[config.mk]
export PLATFORM = sky130hd
export DESIGN_NAME = tug_of_war_core
export DESIGN_NICKNAME = d
export VERILOG_FILES = /design/src/rtl/tow_pkg.sv /design/src/rtl/button_conditioner.sv /design/src/rtl/tug_of_war_core.sv
export SDC_FILE = /design/constraint.sdc
export NUM_CORES = 1
export LEC_CHECK = 0
export CAP_MARGIN = 10
export CORE_MARGIN = 5
export CORE_UTILIZATION = 30
export DETAILED_ROUTE_END_ITERATION = 16
export DONT_BUFFER_PORTS = 1
export PLACE_DENSITY = 0.49
export SYNTH_ARGS = -nofsm -noshare
export SYNTH_HDL_FRONTEND = slang
export SYNTH_SLANG_ARGS = --single-unit
[constraint.sdc]
create_clock -name Clock -period 6.01 [get_ports Clock]
set_clock_uncertainty 0.15 [all_clocks]
set_input_delay 0 -clock Clock [delete_from_list [all_inputs] [get_ports Clock]]
set_output_delay 0 -clock Clock [all_outputs]
set_load 0.02 [all_outputs]
[src/rtl/tow_pkg.sv]
// rtl/tow_pkg.sv - shared types and constants for the tug-of-war core
package tow_pkg;

  typedef enum logic [1:0] {
    PLAY       = 2'd0,
    ROUND_OVER = 2'd1,
    GAME_OVER  = 2'd2
  } state_t;

  localparam logic [1:0] WIN_NONE  = 2'b00;
  localparam logic [1:0] WIN_LEFT  = 2'b01;
  localparam logic [1:0] WIN_RIGHT = 2'b10;

  localparam int SCORE_W = 4;

endpackage

[src/rtl/button_conditioner.sv]
// rtl/button_conditioner.sv - synchronise one raw button and emit a single-cycle press pulse
module button_conditioner #(
  parameter int SYNC_STAGES = 2
) (
  input  logic Clock,
  input  logic Reset,
  input  logic raw,
  output logic pulse
);

  logic [SYNC_STAGES-1:0] r_sync;
  logic                   r_prev;

  always_ff @(posedge Clock or posedge Reset) begin
    if (Reset) begin
      r_sync <= '0;
      r_prev <= 1'b0;
    end else begin
      r_sync <= {r_sync[SYNC_STAGES-2:0], raw};
      r_prev <= r_sync[SYNC_STAGES-1];
    end
  end

  // Rising edge of the synchronised level; a held button yields one pulse.
  assign pulse = r_sync[SYNC_STAGES-1] & ~r_prev;

endmodule

[src/rtl/tug_of_war_core.sv]
// rtl/tug_of_war_core.sv - tug-of-war position, round/match scoring and display state
module tug_of_war_core
  import tow_pkg::*;
#(
  parameter int NUM_LIGHTS   = 9,
  parameter int SCORE_MAX    = 7,
  parameter int PAUSE_CYCLES = 25000000,
  parameter int SYNC_STAGES  = 2
) (
  input  logic                  Clock,
  input  logic                  Reset,
  input  logic                  left_raw,
  input  logic                  right_raw,
  input  logic                  new_game,
  output logic [NUM_LIGHTS-1:0] lights,
  output logic [SCORE_W-1:0]    score_left,
  output logic [SCORE_W-1:0]    score_right,
  output logic [1:0]            round_winner,
  output logic                  game_over
);

  localparam int PW = $clog2(NUM_LIGHTS);
  localparam int CW = $clog2(PAUSE_CYCLES + 1);

  localparam logic [PW-1:0]         POS_CENTRE    = PW'(NUM_LIGHTS / 2);
  localparam logic [PW-1:0]         POS_LEFTMOST  = PW'(NUM_LIGHTS - 1);
  localparam logic [CW-1:0]         CNT_LAST      = CW'(PAUSE_CYCLES - 1);
  localparam logic [SCORE_W-1:0]    SCORE_LAST    = SCORE_W'(SCORE_MAX - 1);
  localparam logic [NUM_LIGHTS-1:0] LIGHTS_CENTRE = NUM_LIGHTS'(1) << (NUM_LIGHTS / 2);
  // Each half includes the centre light.
  localparam logic [NUM_LIGHTS-1:0] LEFT_HALF     = ~(LIGHTS_CENTRE - NUM_LIGHTS'(1));
  localparam logic [NUM_LIGHTS-1:0] RIGHT_HALF    = (LIGHTS_CENTRE << 1) - NUM_LIGHTS'(1);

  function automatic logic [NUM_LIGHTS-1:0] f_onehot(input logic [PW-1:0] p);
    f_onehot = NUM_LIGHTS'(1) << p;
  endfunction

  logic w_left_pulse;
  logic w_right_pulse;
  logic w_left_only;
  logic w_right_only;
  logic [PW-1:0] w_pos_up;
  logic [PW-1:0] w_pos_down;

  state_t                r_state;
  logic [PW-1:0]         r_pos;
  logic [CW-1:0]         r_cnt;
  logic [NUM_LIGHTS-1:0] r_lights;
  logic [SCORE_W-1:0]    r_score_l;
  logic [SCORE_W-1:0]    r_score_r;
  logic [1:0]            r_winner;
  logic                  r_game_over;

  button_conditioner #(.SYNC_STAGES(SYNC_STAGES)) u_left_btn (
    .Clock (Clock),
    .Reset (Reset),
    .raw   (left_raw),
    .pulse (w_left_pulse)
  );

  button_conditioner #(.SYNC_STAGES(SYNC_STAGES)) u_right_btn (
    .Clock (Clock),
    .Reset (Reset),
    .raw   (right_raw),
    .pulse (w_right_pulse)
  );

  assign w_left_only  = w_left_pulse & ~w_right_pulse;
  assign w_right_only = w_right_pulse & ~w_left_pulse;
  assign w_pos_up     = r_pos + 1'b1;
  assign w_pos_down   = r_pos - 1'b1;

  always_ff @(posedge Clock or posedge Reset) begin
    if (Reset) begin
      r_state     <= PLAY;
      r_pos       <= POS_CENTRE;
      r_cnt       <= '0;
      r_lights    <= LIGHTS_CENTRE;
      r_score_l   <= '0;
      r_score_r   <= '0;
      r_winner    <= WIN_NONE;
      r_game_over <= 1'b0;
    end else if (new_game) begin
      r_state     <= PLAY;
      r_pos       <= POS_CENTRE;
      r_cnt       <= '0;
      r_lights    <= LIGHTS_CENTRE;
      r_score_l   <= '0;
      r_score_r   <= '0;
      r_winner    <= WIN_NONE;
      r_game_over <= 1'b0;
    end else begin
      case (r_state)
        PLAY: begin
          if (w_left_only) begin
            if (r_pos == POS_LEFTMOST) begin
              r_score_l <= r_score_l + 1'b1;
              r_winner  <= WIN_LEFT;
              if (r_score_l == SCORE_LAST) begin
                r_state     <= GAME_OVER;
                r_lights    <= LEFT_HALF;
                r_game_over <= 1'b1;
              end else begin
                r_state  <= ROUND_OVER;
                r_cnt    <= '0;
                r_lights <= '0;
              end
            end else begin
              r_pos    <= w_pos_up;
              r_lights <= f_onehot(w_pos_up);
            end
          end else if (w_right_only) begin
            if (r_pos == '0) begin
              r_score_r <= r_score_r + 1'b1;
              r_winner  <= WIN_RIGHT;
              if (r_score_r == SCORE_LAST) begin
                r_state     <= GAME_OVER;
                r_lights    <= RIGHT_HALF;
                r_game_over <= 1'b1;
              end else begin
                r_state  <= ROUND_OVER;
                r_cnt    <= '0;
                r_lights <= '0;
              end
            end else begin
              r_pos    <= w_pos_down;
              r_lights <= f_onehot(w_pos_down);
            end
          end
        end
        ROUND_OVER: begin
          // Lights stay dark for PAUSE_CYCLES cycles, then the round restarts centred.
          if (r_cnt == CNT_LAST) begin
            r_state  <= PLAY;
            r_cnt    <= '0;
            r_pos    <= POS_CENTRE;
            r_lights <= LIGHTS_CENTRE;
            r_winner <= WIN_NONE;
          end else begin
            r_cnt <= r_cnt + 1'b1;
          end
        end
        GAME_OVER: begin
        end
        default: begin
          r_state <= PLAY;
        end
      endcase
    end
  end

  assign lights       = r_lights;
  assign score_left   = r_score_l;
  assign score_right  = r_score_r;
  assign round_winner = r_winner;
  assign game_over    = r_game_over;

endmodule

Yosys cells after proc, flatten, opt, wreduce, memory -nomap -nowiden. Cells that the tools add are included.

Register bits after elaboration: 57. Logic and storage cells: 121.

$add $sub $neg: 5. Equal/unequal tests: 18. Shift operators: 2. Multiplexer cells: 57. Bitwise logic cells: 8. Reduce and logical (&&, ||, !) cells: 19.

Operator list (count): $mux W25 (8); $mux W9 (7); $mux W4 (15); $pmux W25 S2 (1); $ne A4 B4 Y1 const B (7); $mux W2 (13); $add A25 B1 Y25 const B (1); $eq A25 B25 Y1 const B (1); $pmux W9 S2 (1); $shl A1 B4 Y9 const A (2); $reduce_and A5 Y1 (3); $add A4 B1 Y4 const B (3); $reduce_and A6 Y1 (2); $reduce_bool A3 Y1 (4); $reduce_bool A2 Y1 (5); $eq A4 B3 Y1 const B (2); $mux W1 (8); $pmux W4 S2 (1); $ne A3 B2 Y1 const B (2); $pmux W2 S3 (1); $reduce_and A3 Y1 (2); $mux W5 (1); $and A1 B1 Y1 (4); $eq A4 B4 Y1 const B (1); 10 further kinds (14).

Logic depth before layout (Yosys ltp). Gate-level depths: netlist of run 1.

Depth in word-level cells: 8. Gate-level depth with buffers: 10. Depth with buffers taken out: 8.

By module. A second synthesis of run 1 with hierarchy kept.

Cells, all modules: 367. Area, all modules: 3394.5 um^2.

By module, submodules not included: tug_of_war_core (instances 1, cells each 357, area an instance 3209.3 um^2); button_conditioner (instances 2, cells each 5, area an instance 92.6 um^2).

Worst setup path after synthesis of run 1. Ideal clock, no wire load.

Kind: register to register. Start: reg r_pos[0]. End: reg r_score_r[3], in the netlist score_right[3]. Arrival time: 2.348 ns. Path slack: 3.380 ns. Cell stages (with the launch flop): 9. Path buffers: 1. Period minus slack after synthesis: 2.630 ns. Path through: dfrtp_1 > clkbuf_1 > inv_1 > ha_1 > or3b_2 > nor4_1 > nand4_1 > xor2_1 > nor2_1.

Cells in the longest elaborated chain, start to end: 3.

Ends and longest elaborated chain: start: declaration (line tug_of_war_core.sv:46) `logic [PW-1:0] r_pos;`; start signal: assignment (line tug_of_war_core.sv:109) `r_pos <= w_pos_up;`; start signal: assignment (line tug_of_war_core.sv:126) `r_pos <= w_pos_down;`; $logic_not A4 Y1 (line tug_of_war_core.sv:113) `if (r_pos == '0) begin`; $reduce_bool A2 Y1 (no line); $reduce_and A4 Y1 (no line); end signal: assignment (line tug_of_war_core.sv:114) `r_score_r <= r_score_r + 1'b1;`; end: declaration (line tug_of_war_core.sv:50) `logic [SCORE_W-1:0] r_score_r;`.

Every way passes these cells. A chain may end at the register's enable or synchronous reset.

Worst setup path in the final report of run 1.
Start: reg r_cnt[0]. End: reg r_lights[6], in the netlist lights[6].

Cells in the longest elaborated chain, start to end: 3.

Ends and longest elaborated chain: start: declaration (line tug_of_war_core.sv:47) `logic [CW-1:0] r_cnt;`; start signal: assignment (line tug_of_war_core.sv:140) `r_cnt <= r_cnt + 1'b1;`; $eq A25 B25 Y1 (line tug_of_war_core.sv:133) `if (r_cnt == CNT_LAST) begin`; $ne A3 B3 Y1 (no line); $reduce_and A3 Y1 (no line); end signal: assignment (line tug_of_war_core.sv:110) `r_lights <= f_onehot(w_pos_up);`; end signal: assignment (line tug_of_war_core.sv:127) `r_lights <= f_onehot(w_pos_down);`; end: declaration (line tug_of_war_core.sv:48) `logic [NUM_LIGHTS-1:0] r_lights;`.

Every way passes these cells.

==> results of run 1 <==
==> flip-flops by register name, summed over array words and instances (netlist names) <==
register / count
game_over: 1
lights: 9
r_cnt: 25
r_pos: 4
r_state: 2
round_winner: 2
score_left: 4
score_right: 4
u_left_btn.r_prev: 1
u_left_btn.r_sync: 2
u_right_btn.r_prev: 1
u_right_btn.r_sync: 2
==> worst max-delay path, stage by stage (launching register included) <==
cell and delay [ns]:
dfrtp_1 0.41, ha_1 0.25, inv_1 0.05, or2_2 0.37, o41ai_4 0.54, nand3_1 0.52
or2_0 0.46, o21ai_0 0.21
==> worst max path at each step <==
stage                     slack (ns)       from             end  cells past startpoint
after global routing            2.68   r_cnt[0]       lights[6]                      7
after global placement          3.13   r_cnt[0]       lights[0]                      7
after detailed placement        2.97  r_cnt[15]       lights[6]                      6
final                           2.98   r_cnt[0]       lights[6]                      7
after CTS                       2.97   r_cnt[0]       lights[6]                      7
after floorplan                 3.38   r_pos[0]  score_right[3]                      8
==> cells in the mapped netlist, types with 3 or more instances <==
cell type / n / area [µm²]
o21ai_0: 26 / 130
xnor2_1: 5 / 43.8
xor2_1: 6 / 52.6
nand3b_1: 3 / 22.5
inv_1: 15 / 56.3
a21oi_1: 20 / 100
clkbuf_1: 18 / 67.6
nand2b_1: 7 / 43.8
mux2_2: 5 / 56.3
ha_1: 11 / 138
nor2_1: 29 / 109
or3_1: 7 / 43.8
nor2b_1: 7 / 43.8
a221oi_1: 7 / 61.3
nand2_1: 35 / 131
nand4_1: 9 / 56.3
nor4_1: 3 / 18.8
dfrtp_1: 55 / 1380
nand3_1: 12 / 60.1
o211ai_1: 3 / 22.5
or4_1: 13 / 97.6
nor3_1: 11 / 55.1
a22o_1: 3 / 26.3
and3_1: 4 / 25.0
o31ai_1: 15 / 113
==> cell type report <==
type                    instances  area, µm²
repair buffers                  7       62.6
clock buffers                   9        124
multi-input cells             275       1750
clock inverters                 7        104
flip-flops and latches         57       1430
fillers                      1142       7140
inverters                      15       56.3
well taps                     140        175
==> placed cells by master, fill, tap and decap left out, types with 11 or more instances in the layout <==
| cell type | netlist | layout |
|---|---|---|
| nand2_1 | 35 | 35 |
| o21ai_0 | 26 | 26 |
| inv_1 | 15 | 14 |
| dfrtp_1 | 55 | 55 |
| o31ai_1 | 15 | 15 |
| nand3_1 | 12 | 12 |
| a21oi_1 | 20 | 20 |
| nor3_1 | 11 | 11 |
| ha_1 | 11 | 11 |
| or4_1 | 13 | 13 |
| nor2_1 | 29 | 29 |
==> metrics by stage <==
step / hold slack [ns] / total power [W] / util / instance area [µm²]
floorplan: -0.119 / 0.000663 / - / 3310
global placement: -0.118 / 0.000721 / 0.317 / 3430
detailed placement: -0.118 / 0.000725 / 0.317 / 3430
CTS: 0.0411 / 0.00115 / 0.341 / 3700
global route: 0.0517 / 0.00121 / 0.341 / 3700
finish: 0.0604 / 0.00113 / 0.341 / 3700
==> per-layer routing <==
layer,vias up,track usage
met3,9,0.0332
met2,48,0.198
met4,0,0.0548
met5,-,0
met1,1337,0.178
li1,1344,-
==> power by group <==
group	internal [W]	switching, W
combinational	0.0000924	0.000153
sequential	0.000414	0.0000614
clock	0.000237	0.000174
total	0.000744	0.000389
==> logic make-up (layout without fill, tap and decap cells) <==
kind of cell | count (synthesis) | count (layout) | share of synthesized area
fa+ha+maj | 11 | 11 | 0.0416
mux | 7 | 7 | 0.0231
xor+xnor | 11 | 11 | 0.0291
buf+inv | 35 | 38 | 0.0405
simple gates | 150 | 150 | 0.238
compound gates | 96 | 96 | 0.196
flops | 57 | 57 | 0.432
==> summary.txt, run 1 <==
Run status
  – Outcome: finished clean

Route
  – Highest Signal Layer: met4
  – 1st-iter DRT viols: 143
  – Number of vias in the routed layout: about 2700
  – DRC viols: 0
  – Routed Antenna Nets: 0
  – Per-cell routed wire length: 15.5 µm
  – Via/cell ratio: ~5.4
  – TritonRoute pass-1 iters: 4
  – Routed length on met3: 347 µm
  – Routed wl met2: 3510 µm
  – Final WL: 7920 µm
  – Met1 wire length: roughly 3900 µm

Timing
  – Final hold viol count: 0
  – Period Utilization, post-route: 0.505
  – Tmin final: 3.03 ns
  – Worst slew margin: 0.449
  – Tightest Pin Transition: a little over 0.8 ns
  – Setup TNS: 0 ns
  – Max Clock Freq: 0.330 GHz
  – RSZ-0062 raised after global routing: false
  – Worst Setup Slack, final: 2.98 ns
  – Fin. max-slew vios: 0
  – # setup viols final: 0

Floorplan
  – FP Rows: 38
  – I/O pin cnt: 25
  – Starting Density: 0.305
  – DIE WIDTH: 115 µm
  – Core area: 10800 µm²
  – Die height: 115 µm
  – Die ar.: ~13000 µm²

Global route
  – Grt ovf: 0
  – Gr usage total: 0.131
  – First-pass GRT wire length: 13800 µm
  – Vias in the first global route: ~2800
  – Largest net degree at the start of global routing: 58
  – Initial antenna violation count: 0

Worst hold path
  – WHS Endpoint: u_left_btn.r_sync[0]
  – Hold_sp: left_raw
  – Min-delay worst type: input port to flip-flop
  – Hold Crit Depth: 1

Synthesis
  – Syn_nets: approximately 380
  – Mapped Area: between 3000 and 4000 µm²
  – Fraction of registers with async set or reset after synthesis: 1.00
  – EDFF count, synth: 0
  – Post-synthesis cell count: 367
  – Register bit count reported by yosys: 57
  – Synth unique cells: 54
  – Syn Area/Cell: 9.01 µm²
  – Sequential area share after synthesis: 0.432
  – Top FF cell, synth: dfrtp_1
  – Synth Warn #: 0

Finish
  – Layout cells sized above 1: 0.0946
  – Antenna diodes: 0
  – Nets@finish: 381
  – Area delta synth->final: 11.8%
  – Final Non-Filler Cells: 510

Worst setup path
  – CP startpoint kind: flip-flop
  – CP Max Fanout: 12
  – Critical path type: flip-flop to flip-flop
  – Flop2flop setup slack: 2.98 ns
  – WP data arrival: 3.15 ns
  – Critical R2R Capture: lights[6]
  – WP data required: 6.13 ns
  – Worst setup EP type: flip-flop
  – Worst r2r path cells: 7
  – RR Startpoint: r_cnt[0]

Clock tree
  – Depth of the CTS H-tree: 3
  – CTS Root Cell: clkbuf_8
  – Skew-Pair Late Insertion Delay: 0.35 ns
  – # clock sinks: 57
  – Clock Tree Buf Depth: 2
  – Post-CTS Hold Buffers: 4
  – TritonCTS buffer count: 9
  – Resized Gates After CTS: 0
  – Postcts setup bufs: 0
  – CTS tree: yes
  – Clock transition at path regs: 0.08 ns

Job
  – Max Cap Viol: 0

Power
  – Peak supply drop: 0.000106 V
  – Cell Pwr Density: 306 nW/µm²
  – Leak: between 1 and 1.5 nW

Place
  – Port Buffers: 0
  – Placed insts: 490
  – Dpl hpwl: 5450 µm
  – RD Place Congestion: 0.882
  – Pre-CTS WS: 2.97 ns
Note: power is estimated with default switching activity, not from simulation.
==> run 2: changes to the inputs <==
==> constraint.sdc (replaced) <==
create_clock -name Clock -period 3 [get_ports Clock]
set_clock_uncertainty 0.15 [all_clocks]
set_input_delay 0 -clock Clock [delete_from_list [all_inputs] [get_ports Clock]]
set_output_delay 0 -clock Clock [all_outputs]
set_load 0.02 [all_outputs]
==> summary.txt, run 2 (synthesis gave the netlist of run 1 again) <==
Run status
  – Outcome: finished clean

Finish
  – Nets@finish: between 300 and 400
  – Commonest non-fill, non-tap cell in the layout: dfrtp_1
  – Top reg by flops: r_cnt
  – Commonest non-fill, non-tap cells in the layout: 55 x dfrtp_1, 35 x nand2_1, 29 x nor2_1, 26 x o21ai_0, 20 x a21oi_1
  – Antenna diodes: 0
  – Area delta synth->final: 14.1%
  – Core Util, Final: 0.348
  – Layout cells sized above 1: 0.124
  – Fillers: around 1100
  – Largest register FFs: 25

Place
  – Dpl hpwl: between 5000 and 6000 µm
  – RD Place Congestion: 0.843
  – Port Buffers: 0

Worst hold path
  – Min-delay worst type: input port to flip-flop
  – Hold_sp: right_raw

Timing
  – Tightest Pin Transition: 0.773 ns
  – Fin Hold WS: ~0.051 ns
  – Period Utilization, post-route: 0.868
  – RSZ-0062 raised after global routing: false
  – Final hold viol count: 0
  – # setup viols final: 0
  – Setup TNS: 0 ns
  – Tmin final: 2.60 ns
  – Worst slew margin: 0.483
  – Max Clock Freq: 0.384 GHz
  – Fin. max-slew vios: 0

Clock tree
  – TritonCTS buffer count: 9
  – # clock sinks: 57
  – Clock transition at path regs: ~0.070 ns
  – Depth of the CTS H-tree: 3
  – Clock Tree Buf Depth: 2
  – Skew-Pair Late Insertion Delay: 0.36 ns
  – Postcts setup bufs: 0
  – CTS tree: yes
  – CTS Root Cell: clkbuf_8

Floorplan
  – Starting Density: 0.305
  – I/O pin cnt: 25
  – Core area: 10800 µm²
  – Die height: 115 µm
  – DIE WIDTH: 115 µm
  – FP Rows: 38
  – Die ar.: 13200 µm²

Route
  – Routed Antenna Nets: 0
  – TritonRoute pass-1 iters: 4
  – 1st-iter DRT viols: 156
  – Final WL: 8050 µm
  – Number of vias in the routed layout: ~2800
  – Per-cell routed wire length: roughly 15 µm
  – Via/cell ratio: 5.30
  – DRC viols: 0

Power
  – Total chip power: between 0.002 and 0.0025 W
  – Peak supply drop: 0.000202 V
  – Comb power frac: 0.267
  – Leak: 1.52 nW
  – Seq pwr share: 0.426
  – Sw power: 0.000746 W
  – P_int: 0.00139 W
  – Switching Share: 0.349
  – Clock power share: 0.307
  – Cell Pwr Density: 566 nW/µm²

Worst setup path
  – Worst setup EP type: flip-flop
  – Flop2flop setup slack: roughly 0.40 ns
  – CP Max Fanout: 8
  – CP startpoint kind: flip-flop
  – Critical path type: flip-flop to flip-flop
  – Crit. Startpoint: r_cnt[0]
  – WP data required: 3.13 ns
  – RR Startpoint: r_cnt[0]
  – WP data arrival: 2.73 ns

Job
  – Max Cap Viol: 0

Global route
  – Gr usage total: 0.133
  – First-pass GRT wire length: 13800 µm
  – Vias in the first global route: 2721
  – Initial antenna violation count: 0
  – Grt ovf: 0
  – Largest net degree at the start of global routing: 45
==> run 2: critical path: stages, from the launching register on <==
cell and delay, ns:
dfrtp_1 0.39, ha_1 0.24, nand2_1 0.06, or4_1 0.62, or2_1 0.30, or3_1 0.31, or3_1 0.31, a21oi_1 0.15
==> run 2: timing repair <==
item | in CTS | in global routing
hold buffers | 5 | 0
gates resized for setup | 0 | 1
endpoints found under the setup margin | 0 | 1
hold endpoints to repair | 86 | 0
==> run 2: path summary, 6_finish.rpt <==
kind | cells after the start | to
max in group asynchronous | 3 | r_cnt[3]
max reg2reg | 7 | r_cnt[24]
max | 7 | r_cnt[24]
min reg2reg | 0 | u_left_btn.r_sync[1]
min | 1 | u_right_btn.r_sync[0]
min in group asynchronous | 3 | r_state[0]
==> run 2: cell type report <==
cell class,instances,area [µm²],area share
clock inverters,3,15.0,0.00398
flip-flops and latches,57,1430,0.378
multi-input cells,275,1760,0.465
well taps,140,175,0.0464
repair buffers,23,185,0.0490
inverters,15,56.3,0.0149
clock buffers,13,159,0.0421
==> run 2: routing by layer <==
metal,global-route usage,part of all wire
met5,0,0
met4,0.0634,0.020
met3,0.0358,0.052
met2,0.194,0.43
met1,0.184,0.50
==> run 2: power groups by stage <==
stage	sequential, W	combinational [W]	clock (W)
final	0.000911	0.000570	0.000655
after global routing	0.000924	0.000647	0.000717
after CTS	0.000913	0.000572	0.000686
after detailed placement	0.000927	0.000560	0
after global placement	0.000925	0.000559	0
after floorplan	0.000910	0.000419	0
==> run 2: per-stage QoR <==
step / cells / setup WS (ns) / instance area (µm²)
floorplan: 367 / 0.370 / 3310
global placement: 505 / 0.367 / 3540
detailed placement: 505 / 0.311 / 3540
CTS: 526 / 0.265 / 3770
global route: 526 / 0.208 / 3780
finish: 526 / 0.395 / 3780
